File: src/rtl/int_ctrl_pkg.sv
// Shared definitions for the int_ctrl interrupt controller.
// Contents: register offsets, FSM state encoding, STAT bit positions.
// No logic; imported by int_ctrl and int_prio_enc.
package int_ctrl_pkg;

  // Register offsets from BASE_ADDR
  localparam logic [7:0] OFF_PEND = 8'd0;
  localparam logic [7:0] OFF_MASK = 8'd1;
  localparam logic [7:0] OFF_STAT = 8'd2;
  localparam logic [7:0] OFF_EOI  = 8'd3;
  localparam logic [7:0] OFF_VEC0 = 8'd4;

  // STAT layout: {busy, 4'b0, id[2:0]}
  localparam int STAT_BUSY_BIT = 7;
  localparam int STAT_ID_MSB   = 2;

  typedef enum logic [1:0] {
    ST_IDLE    = 2'd0,
    ST_REQ     = 2'd1,
    ST_SERVICE = 2'd2
  } int_state_t;

endpackage

File: src/rtl/int_prio_enc.sv
// Fixed-priority encoder: lowest set index wins.
// Latency: combinational. Backpressure: none.
// Ports: req (N_SRC candidate bits) -> any (some bit set), id (winning index).
module int_prio_enc #(
  parameter int N_SRC = 4
) (
  input  logic [N_SRC-1:0] req,
  output logic             any,
  output logic [2:0]       id
);

  always_comb begin
    any = |req;
    id  = 3'd0;
    // Scan high to low so the lowest set index is the last assignment.
    for (int i = N_SRC - 1; i >= 0; i--) begin
      if (req[i]) id = 3'(i);
    end
  end

endmodule

File: src/rtl/int_ctrl.sv
// Memory-mapped interrupt controller: N maskable sources, fixed priority,
// per-source vectors, ack/EOI handshake. Reads combinational; int_req is
// registered, asserting one edge after a candidate is seen in IDLE.
// Backpressure: one request in flight; new events wait in PEND until EOI.
// Ports: clk, reset (sync, active-high); src_i source lines; addr/w_data/
// w_en/r_data/hit data-bus slave; int_req/int_vec/int_ack CPU handshake.
// Build option: define INT_CTRL_LEVEL_EN for level-sensitive sources
// (PEND mirrors registered src_i; W1C and ack do not clear it).
module int_ctrl
  import int_ctrl_pkg::*;
#(
  parameter int         N_SRC     = 4,
  parameter logic [7:0] BASE_ADDR = 8'd236
) (
  input  logic             clk,
  input  logic             reset,
  input  logic [N_SRC-1:0] src_i,
  input  logic [7:0]       addr,
  input  logic [7:0]       w_data,
  input  logic             w_en,
  output logic [7:0]       r_data,
  output logic             hit,
  output logic             int_req,
  output logic [7:0]       int_vec,
  input  logic             int_ack
);

  localparam logic [7:0] WIN_LEN = OFF_VEC0 + 8'(N_SRC);

  int_state_t       state;
  logic [2:0]       id_q;
  logic [N_SRC-1:0] src_q;
  logic [N_SRC-1:0] pend;
  logic [N_SRC-1:0] pend_nxt;
  logic [N_SRC-1:0] mask;
  logic [N_SRC-1:0] mask_nxt;
  logic [N_SRC-1:0] id_oh;
  logic [7:0]       vec [8];
  logic [7:0]       off;
  logic [2:0]       vec_idx;
  logic [7:0]       stat;
  logic             wr;
  logic             wr_mask;
  logic             wr_eoi;
  logic             cand_any;
  logic [2:0]       cand_id;

  // Address decode. Offset wraps to a large value below BASE_ADDR, so the
  // explicit lower-bound compare is what keeps hit clean there.
  assign off     = addr - BASE_ADDR;
  assign hit     = (addr >= BASE_ADDR) && (off < WIN_LEN);
  assign vec_idx = 3'(off - OFF_VEC0);
  assign wr      = w_en && hit;
  assign wr_mask = wr && (off == OFF_MASK);
  assign wr_eoi  = wr && (off == OFF_EOI);

  assign id_oh    = N_SRC'(1) << id_q;
  assign mask_nxt = wr_mask ? w_data[N_SRC-1:0] : mask;

  always_ff @(posedge clk) begin
    if (reset) src_q <= '0;
    else       src_q <= src_i;
  end

`ifdef INT_CTRL_LEVEL_EN
  // Level mode: pending is simply the registered source line.
  assign pend     = src_q;
  assign pend_nxt = src_i;
`else
  logic [N_SRC-1:0] w1c;
  logic [N_SRC-1:0] ack_clr;

  assign w1c      = (wr && (off == OFF_PEND)) ? w_data[N_SRC-1:0] : '0;
  assign ack_clr  = (state == ST_REQ && int_ack) ? id_oh : '0;
  // New rising edges OR in last, so a same-cycle event beats any clear.
  assign pend_nxt = (pend & ~w1c & ~ack_clr) | (src_i & ~src_q);

  always_ff @(posedge clk) begin
    if (reset) pend <= '0;
    else       pend <= pend_nxt;
  end
`endif

  always_ff @(posedge clk) begin
    if (reset) mask <= '0;
    else       mask <= mask_nxt;
  end

  // Vector table is sized to the full 3-bit id space; entries at or above
  // N_SRC are never written and stay 0.
  always_ff @(posedge clk) begin
    for (int k = 0; k < 8; k++) begin
      if (reset)
        vec[k] <= 8'd0;
      else if (k < N_SRC && wr && off == OFF_VEC0 + 8'(k))
        vec[k] <= w_data;
    end
  end

  int_prio_enc #(.N_SRC(N_SRC)) u_prio (
    .req (pend & mask),
    .any (cand_any),
    .id  (cand_id)
  );

  // Request FSM. Withdrawal looks at next-cycle PEND/MASK so int_req falls
  // on the same edge that clears the bit; ack takes precedence.
  always_ff @(posedge clk) begin
    if (reset) begin
      state   <= ST_IDLE;
      id_q    <= 3'd0;
      int_req <= 1'b0;
      int_vec <= 8'd0;
    end else begin
      case (state)
        ST_IDLE: begin
          if (cand_any) begin
            id_q    <= cand_id;
            int_vec <= vec[cand_id];
            int_req <= 1'b1;
            state   <= ST_REQ;
          end
        end
        ST_REQ: begin
          if (int_ack) begin
            int_req <= 1'b0;
            state   <= ST_SERVICE;
          end else if ((pend_nxt & id_oh) == '0 || (mask_nxt & id_oh) == '0) begin
            int_req <= 1'b0;
            state   <= ST_IDLE;
          end
        end
        ST_SERVICE: begin
          if (wr_eoi) state <= ST_IDLE;
        end
        default: begin
          int_req <= 1'b0;
          state   <= ST_IDLE;
        end
      endcase
    end
  end

  always_comb begin
    stat                    = 8'd0;
    stat[STAT_BUSY_BIT]     = (state == ST_SERVICE);
    stat[STAT_ID_MSB:0]     = id_q;
  end

  always_comb begin
    r_data = 8'd0;
    if (hit) begin
      case (off)
        OFF_PEND: r_data = 8'(pend);
        OFF_MASK: r_data = 8'(mask);
        OFF_STAT: r_data = stat;
        OFF_EOI:  r_data = 8'd0;
        default:  r_data = vec[vec_idx];
      endcase
    end
  end

endmodule

File: config.mk
export PLATFORM = sky130hd
export DESIGN_NAME = int_ctrl
export DESIGN_NICKNAME = d
export VERILOG_FILES = /design/src/rtl/int_ctrl_pkg.sv /design/src/rtl/int_prio_enc.sv /design/src/rtl/int_ctrl.sv
export SDC_FILE = /design/constraint.sdc
export NUM_CORES = 1
export LEC_CHECK = 0
export ABC_AREA = 0
export ABC_CLOCK_PERIOD_IN_PS = 2000
export BUFFER_PORTS_ARGS = -buffer_cell sky130_fd_sc_hd__buf_2
export CAP_MARGIN = 25
export CORE_AREA = 2 2 91 93
export DETAILED_ROUTE_END_ITERATION = 10
export DIE_AREA = 0 0 93 95
export RECOVER_POWER = 50
export SLEW_MARGIN = 20
export SYNTH_ARGS = -nofsm -noshare
export SYNTH_HDL_FRONTEND = slang
export SYNTH_SLANG_ARGS = --single-unit
File: constraint.sdc
create_clock -name clk -period 2 [get_ports clk]
set_input_delay 0.1 -clock clk [delete_from_list [all_inputs] [get_ports clk]]
set_output_delay 0.1 -clock clk [all_outputs]
set_load 0.05 [all_outputs]
* Word level (Yosys, flattened, before mapping)
Memory sizes are Yosys's and may differ from the RTL's. A register that Yosys moved wholly into a read port is not among the register bits.
Cells that the tools add are included.
** Word-level totals
- Register bits after elaboration :: 18
- Memory bits (writable) :: 64
- Input port bits :: 24
- Output and inout port bits :: 18
- Memories kept :: 1
** Operators by class
- Add/subtract/negate cells :: 2
- Magnitude comparators :: 2
- Equal/unequal tests :: 12
- Shifts and indexed selects :: 1
- Muxes and demuxes :: 36
- Bitwise operators :: 15
- Reduce and logical (&&, ||, !) cells :: 19
** Memories
- vec :: words 8, bits a word 8, read ports 2, clocked after Yosys merged registers in 1, wr ports 8, RTL line int_ctrl.sv:38 : logic [7:0] vec [8];
** Operators with widths (count)
- 2-to-1 mux 8 bit :: 5
- == test 8 x 3 -> 1 bit (second input constant) :: 4
- one-hot mux 8 bit (4 select lines) :: 1
- AND 4 bit :: 6
- 2-to-1 mux 1 bit :: 17
- == test 8 x 2 -> 1 bit (second input constant) :: 2
- 2-to-1 mux 2 bit :: 8
- 2-to-1 mux 4 bit :: 3
- NOT 4 bit :: 3
- logical AND 1 bit :: 10
- == test 8 x 1 -> 1 bit (second input constant) :: 1
- greater-or-equal comparator 8 bit (second input constant) :: 1
- zero test 4 bit :: 2
- zero test 8 bit :: 1
- < comparator 8 x 4 -> 1 bit (second input constant) :: 1
- subtractor 8 bit (second input constant) :: 1
- one-hot mux 2 bit (3 select lines) :: 1
- AND reduction 3 bit :: 2
- OR 1 bit :: 4
- OR 4 bit :: 1
- OR reduction 4 bit :: 1
- left shift 1 x 3 -> 4 bit (first input constant) :: 1
- != test 3 x 2 -> 1 bit (second input constant) :: 1
- one-hot mux 1 bit (3 select lines) :: 1
- other kinds (9) :: 9

* Depth between registers and ports, before layout
Gate-level depths: netlist of the first run.
- Depth after elaboration :: 16
- Depth in mapped cells :: 9

* Hierarchy
A second synthesis of the first run with hierarchy kept.
** Second synthesis, totals
- Cells, all modules :: 283
- Area total of the unflattened synthesis :: 3294.4 um^2
** By module, submodules not included
- int_ctrl :: times used 1, cells an instance 274, area an instance 3248.1 um^2, seq. area each 1481.4 um^2
- int_prio_enc :: times used 1, cells an instance 9, area an instance 46.3 um^2, seq. area each 0.0 um^2

* Worst setup path before layout of the first run
OpenSTA, ideal clock, no wires.
- Kind :: input to register
- Start :: in addr[2]
- End :: mem vec[3][0], enable pin
- Setup time :: 0.375 ns
- Data arrival time :: 1.832 ns
- Required time :: 1.625 ns
- Setup slack :: -0.207 ns
- Cell stages on the path :: 8
- Cells stage by stage :: inv_1 -> ha_1 -> nand4b_2 -> a21o_1 -> buf_6 -> inv_2 -> nand3_1 -> o21bai_1
** RTL lines
- start: declaration :: RTL line int_ctrl.sv:18 : input logic [7:0] addr,
- end: declaration :: RTL line int_ctrl.sv:38

* Worst setup path in the final report of the first run
- Start :: reg id_q[0]
- End :: out r_data[0]
** On the way
- Cells in the longest elaborated chain, start to end :: 2
** Ends and longest elaborated chain
- start: declaration :: RTL line int_ctrl.sv:31 : logic [2:0] id_q;
- start signal: assignment :: RTL line int_ctrl.sv:118 : id_q <= cand_id;
- one-hot mux 8 bit (4 select lines) :: RTL line int_ctrl.sv:153 : case (off)
- 2-to-1 mux 8 bit :: RTL line int_ctrl.sv:152 : if (hit) begin
- end: declaration :: RTL line int_ctrl.sv:21 : output logic [7:0] r_data,
No other way between the ends.

==> impl_results.md, run 1 <==
- Status: finished, final reports clean
- Largest net degree at the start of global routing: 28
- Core box area: 0.00793 mm^2
- DRT Pass-1 Iters: 4
- Arr. time, crit path: 1.76 ns
- Die Wd: 93 um
- Synth Area in Adders: 1.21%
- Antenna Violating Nets Remaining: 0
- Worst Hold Path Cells: 2
- FF-to-FF End: int_vec[7]
- Cts hold-fix bufs: 4
- Drt total wl: 7270 um
- Critical path origin: id_q[0]
- Vias per inst: 5.18
- Hold Slack: 0.0623 ns
- CP endpoint: r_data[0]
- Initial antenna violation count: 0
- Clk sinks: 57
- Starting Density: 39.0%
- Fin. Hold Viols: 0
- Asr flop ratio synth: 0%
- Overall power: 0.00278 W
- Mapped Cells: 259
- Clk buf depth: 2
- Worst reg2reg path depth: 6
- IO Port Bufs: 41
- # H-tree levels: 3
- Complex-gate fraction of the synthesized area: 10.9%
- Wire per inst: 16.9 um
- PnR worst setup slack: 0.142 ns
- Pre-CTS setup slack: -0.0541 ns
- Mux cell area share after synthesis: 16.5%
- Fin. max-slew vios: 0
- Seq cells post-synth: 57
- N_diodes: 0
- Area share of and/or/nand/nor cells after synthesis: 21.4%
- Global-route wire length before repair: 11,300 um
- Max Cap Viol: 0
- Syn Area/Cell: 11.9 um^2
- Max Freq: 538 MHz
- Tot GR Track Use: 17.4%
- Detailed placement HPWL: 5250 um
- Synth Flop Type: edfxtp_1
- Final setup violating endpoints: 0
- Crit Path Max Fanout: 11
- DR iter-0 viols: 145
- PwrDens: 737 mW/mm^2
- Unrepaired setup endpoints after global routing: false
- # nets final: 347
- Instance area at placement: 0.00356 mm^2
- CTS Buf Count: 9
- Synth cell types: 49
- Post-synth EDFFs: 32
- DIE HEIGHT: 95 um
- Most frequent cells in the layout: edfxtp_1, and2_1, buf_2
- Postcts setup bufs: 0
- Mapped Area: 0.00309 mm^2
- Post-synthesis sequential area ratio: 47.2%
- Slew headroom: 40.6%
- Worst skew pair latency: 0.35 ns
- Syn. warnings: 0
- Syn_nets: 286
- Cell Rows: 33
- Root Buffer: clkbuf_8
- Vias in the first global route: 2,126
- Most common cell after layout, fill and taps aside: edfxtp_1
- Setup crit start kind: register
- Post-synthesis xor/xnor area fraction: 0%
- CTS-repair resized insts: 0
- TritonCTS clock tree: yes
- Share of layout cells above drive strength 1: 28.6%
- Worst clock skew: 0.0110 ns
- Fin crit share: 92.9%
- Crit Path Category: reg -> out
- Clk slew on worst S/H paths: 0.07 ns
- Die area: 0.00884 mm^2
- Largest family of logic cells by synthesized area: simple AND/OR/NAND/NOR gates
- Hold Crit Class: in -> reg
- Ports: 42
- Via Count: 2,228
- Routability cong.: 0.798
- Final core occ: 47.6%
- Endpoint class of the critical path: output pin
- Synthesis-to-layout area growth: 21.9%
- VDD IR-drop max: 0.000270 V
- Worst slew pin tran: 0.883 ns
- Final Instance Area: 0.00377 mm^2
- Residual DRC count: 0
- Total gr overflow: 0
- Reg2reg setup slack: 0.23 ns
- Worst reg2reg startpoint: mask[0]
- Critical Path RT: 1.90 ns
- Leak Pwr: 1.39 nW
- Min Tclk post-route: 1.86 ns
sequential cells by signal (all words and copies together) (netlist names):
register / count
pend: 4
int_vec: 8
state: 2
src_q: 4
mask: 4
id_q: 2
int_req: 1
vec: 32
metrics by stage:
stage / std cells / setup TNS (ns)
after detailed placement: 410 / -0.712
final: 430 / 0
after global placement: 410 / -0.0100
after floorplan: 259 / 0
after CTS: 430 / 0
after global routing: 430 / 0
final cells by class:
| type | instances | area, um^2 |
|---|---|---|
| tap | 105 | 131 |
| sequential | 57 | 1460 |
| timing repair buffer | 62 | 350 |
| inverter | 8 | 31.3 |
| clock inverter | 6 | 90.1 |
| multi-input combinational | 182 | 1570 |
| fill | 765 | 4160 |
| clock buffer | 10 | 138 |
worst min-delay path by stage:
stage	startpoint	end	slack, ns
detailed placement	src_i[0]	src_q[0]	0.33
global placement	src_i[3]	src_q[3]	0.32
global route	w_data[5]	vec[2][5]	0.07
floorplan	src_i[0]	src_q[0]	0.23
finish	w_data[4]	vec[0][4]	0.06
CTS	w_data[4]	vec[0][4]	0.06
worst max-delay path: stages (launching register included):
cell     delay (ns)
dfxtp_1        0.58
buf_4          0.21
nand2_1        0.04
o21ai_0        0.08
a22oi_1        0.11
nor2_1         0.12
buf_2          0.28
cells in the mapped netlist (3+ instances only):
library cell,n,area [um^2]
o21bai_1,4,30.0
nand2b_1,4,25.0
clkbuf_1,7,26.3
nor2_1,18,67.6
inv_1,7,26.3
ha_1,3,37.5
nor3_2,4,40.0
nand2_1,20,75.1
a22o_1,8,70.1
a21oi_1,8,40.0
nor2b_1,9,56.3
and2_1,32,200
o311ai_0,3,26.3
a22oi_1,4,30.0
mux4_2,18,405
and3_1,3,18.8
mux2i_1,9,90.1
edfxtp_1,32,961
nand3_1,5,25.0
dfxtp_1,25,500
logic make-up (layout without fill, tap and decap cells):
| kind of cell | Yosys count | after routing |
|---|---|---|
| simple gates | 109 | 109 |
| flops | 57 | 57 |
| compound gates | 42 | 42 |
| mux | 28 | 28 |
| buf+inv | 20 | 86 |
| fa+ha+maj | 3 | 3 |
report_power, final:
part | switching [W] | total [W] | internal (W) | leakage (nW)
Sequential | 0.0000247 | 0.00130 | 0.00128 | 0.507
Clock | 0.000502 | 0.00124 | 0.000739 | 0.113
Combinational | 0.000124 | 0.000235 | 0.000112 | 0.773
layer usage:
| layer | wire length, um | vias up | global-route usage (%) |
|---|---|---|---|
| li1 | - | 1092 | - |
| met2 | 3460 | 68 | 27.8 |
| met5 | 0 | - | 0 |
| met1 | 3350 | 1055 | 23.3 |
| met3 | 317 | 13 | 3.67 |
| met4 | 145 | 0 | 6.74 |
Note: power is estimated with default switching activity, not from simulation.
==> run 2: changes to the inputs <==
==> constraint.sdc (replaced) <==
create_clock -name clk -period 2 [get_ports clk]
set_input_delay 0 -clock clk [delete_from_list [all_inputs] [get_ports clk]]
set_output_delay 0 -clock clk [all_outputs]
set_load 0.05 [all_outputs]
==> run 2 against run 1 <==
Worst hold slack worse by 0.021 ns. Die area stayed put. Worst setup slack better by 0.083 ns. Final cell count grew 2.3%. Global-route usage rose by 1.0 points. Clock skew down 0.0071 ns. Total power is 6.9% lower. Combinational power rose by 2%. Clock-buffer cell count is 1 higher. Via count grew 3.5%. Critical path type is now in -> reg. Highest routed layer unchanged.
==> impl_results.md, run 2 (synthesis results as in run 1) <==
- Status: finished, final reports clean (unchanged)
- Cell Rows: 33 (unchanged)
- Critical Path RT: 2.20 ns (was 1.90 ns)
- Largest regs: vec (32), int_vec (8) (unchanged)
- Net Sw Power: 0.000618 W (was 0.000650 W)
- Overall power: 0.00259 W (was 0.00278 W)
- CP max stage cell: clkbuf_1 (was dfxtp_1)
- FF-to-FF End: int_req (was int_vec[7])
- Unrepaired setup endpoints after global routing: false (unchanged)
- Final setup violating endpoints: 0 (unchanged)
- Worst skew pair latency: 0.34 ns (was 0.35 ns)
- TritonCTS clock tree: yes (unchanged)
- Worst path cell trace: clkbuf_1 -> inv_1 -> ha_1 -> nand4b_1 -> a21o_1 -> inv_1 -> nand3_1 -> nor3_2 -> clkbuf_1 -> and2_0 (was buf_4 -> nand2_1 -> o21ai_0 -> a22oi_1 -> nor2_1 -> buf_2)
- IO Port Bufs: 41 (unchanged)
- Vias in the first global route: 2,244 (was 2,126)
- Arr. time, crit path: 1.98 ns (was 1.76 ns)
- Min Tclk post-route: 1.77 ns (was 1.86 ns)
- CTS Buf Count: 9 (unchanged)
- Global-route wire length before repair: 12,000 um (was 11,300 um)
- Initial antenna violation count: 0 (unchanged)
- Clk sinks: 57 (unchanged)
- Routability cong.: 0.858 (was 0.798)
- Largest net degree at the start of global routing: 15 (was 28)
- Max Cap Viol: 0 (unchanged)
- Share of layout cells above drive strength 1: 26.6% (was 28.6%)
- Die Wd: 93 um (unchanged)
- Endpoint class of the critical path: register (was output pin)
- Top reg by flops: vec (unchanged)
- Slew headroom: 40.3% (was 40.6%)
- Synthesis-to-layout area growth: 21.7% (was 21.9%)
- Ports: 42 (unchanged)
- DIE HEIGHT: 95 um (unchanged)
- Logic pwr share: 9.3% (was 8.5%)
- Leak Pwr: 1.38 nW (was 1.39 nW)
- Total gr overflow: 0 (unchanged)
- Setup_tns: 0 ns (unchanged)
- Detailed placement HPWL: 5570 um (was 5250 um)
- CTS-repair resized insts: 0 (unchanged)
- Clk buf depth: 2 (unchanged)
- Switching Share: 23.9% (was 23.4%)
- Crit Path Max Fanout: 8 (was 11)
- Via Count: 2,306 (was 2,228)
- Drt total wl: 7500 um (was 7270 um)
- Reg2reg setup slack: 0.24 ns (was 0.23 ns)
- Vias per inst: 5.24 (was 5.18)
- Sequential power share: 50.6% (was 46.9%)
- N_diodes: 0 (unchanged)
- # nets final: 357 (was 347)
- Most frequent cells in the layout: edfxtp_1, buf_2, dfxtp_1 (was edfxtp_1, and2_1, buf_2)
- Worst Hold Path Cells: 3 (was 2)
- # H-tree levels: 3 (unchanged)
- Worst reg2reg startpoint: id_q[0] (was mask[0])
- Starting Density: 39.0% (unchanged)
- VDD IR-drop max: 0.000281 V (was 0.000270 V)
- Postcts setup bufs: 0 (unchanged)
- Max FFs per register: 32 (unchanged)
- Root Buffer: clkbuf_8 (unchanged)
- Fin crit share: 88.7% (was 92.9%)
- Clock power frac: 40.1% (was 44.6%)
- Wire per inst: 17.0 um (was 16.9 um)
- PwrDens: 687 mW/mm^2 (was 737 mW/mm^2)
- Most common cell after layout, fill and taps aside: edfxtp_1 (unchanged)
- Hold Path End: mask[1] (was vec[0][4])
- Worst hold start: w_data[1] (was w_data[4])
- Fin. Hold Viols: 0 (unchanged)
- Int Power: 0.00197 W (was 0.00213 W)
- Crit Path Category: in -> reg (was reg -> out)
- Residual DRC count: 0 (unchanged)
- Cts hold-fix bufs: 9 (was 4)
- Worst slew pin tran: 0.888 ns (was 0.883 ns)
- Worst reg2reg path depth: 6 (unchanged)
- Antenna Violating Nets Remaining: 0 (unchanged)
- Max Freq: 563 MHz (was 538 MHz)
- Worst clock skew: 0.00382 ns (was 0.0110 ns)
- DRT Pass-1 Iters: 5 (was 4)
- Clk slew on worst S/H paths: 0.06 ns (was 0.07 ns)
- Setup crit start kind: primary input (was register)
- Hold Crit Class: in -> reg (unchanged)
- Die area: 0.00884 mm^2 (unchanged)
- DR iter-0 viols: 147 (was 145)
- Tot GR Track Use: 18.4% (was 17.4%)
- Fin. max-slew vios: 0 (unchanged)
- Core box area: 0.00793 mm^2 (unchanged)
- Critical Path Max Stage Delay: 0.30 ns (was 0.58 ns)
run 2: power by group through the flow:
stage / clock network (W) / logic (W) / registers (W)
6_report: 0.00104 / 0.000240 / 0.00131
5_1_grt: 0.00111 / 0.000261 / 0.00131
2_1_floorplan: 0 / 0.000143 / 0.00132
4_1_cts: 0.00106 / 0.000246 / 0.00131
3_3_place_gp: 0 / 0.000230 / 0.00133
3_5_place_dp: 0 / 0.000232 / 0.00133
run 2: per-stage QoR:
| step | hold slack (ns) | cell area (um^2) | utilization (%) | cells | setup WS [ns] |
|---|---|---|---|---|---|
| after floorplan | 0.128 | 3090 | - | 259 | -0.107 |
| after global placement | 0.225 | 3550 | 44.8 | 415 | 0.127 |
| after detailed placement | 0.235 | 3550 | 44.8 | 415 | 0.0527 |
| after CTS | 0.0375 | 3830 | 48.3 | 440 | 0.238 |
| after global routing | 0.0577 | 3770 | 47.5 | 440 | 0.0241 |
| final | 0.0413 | 3770 | 47.5 | 440 | 0.225 |
run 2: worst max path at each step:
stage / startpoint / to / slack [ns] / cells after the start
final: addr[3] / vec[3][2] / 0.23 / 10
after global routing: id_q[0] / int_req / 0.02 / 6
after CTS: vec[2][2] / r_data[2] / 0.24 / 4
after detailed placement: addr[3] / int_req / 0.05 / 9
after global placement: addr[3] / int_req / 0.13 / 9
after floorplan: addr[2] / vec[3][0] / -0.11 / 8
run 2: metal layers:
| layer | part of all wire, % | routed length (um) | vias to the layer above | global-route usage, % |
|---|---|---|---|---|
| met1 | 46 | 3480 | 1105 | 25.1 |
| met5 | 0 | 0 | - | 0 |
| met4 | 2.4 | 180 | 0 | 9.56 |
| li1 | - | - | 1107 | - |
| met3 | 6.4 | 481 | 13 | 4.47 |
| met2 | 45 | 3360 | 81 | 27.4 |
run 2: final cells by class:
class                   count  area, um^2
flip-flops and latches     57        1460
fillers                   768        4160
repair buffers             72         432
clock inverters             5        56.3
inverters                   8        30.0
well taps                 105         131
clock buffers              11         131
multi-input cells         182        1520
run 2: critical path: cells and delay by family:
kind / cells / cell delay [ns]
AOI/OAI and AO/OA: 1 / 0.24
adders and majority gates: 1 / 0.26
buffers and inverters: 4 / 0.68
and+or+nand+nor: 4 / 0.79
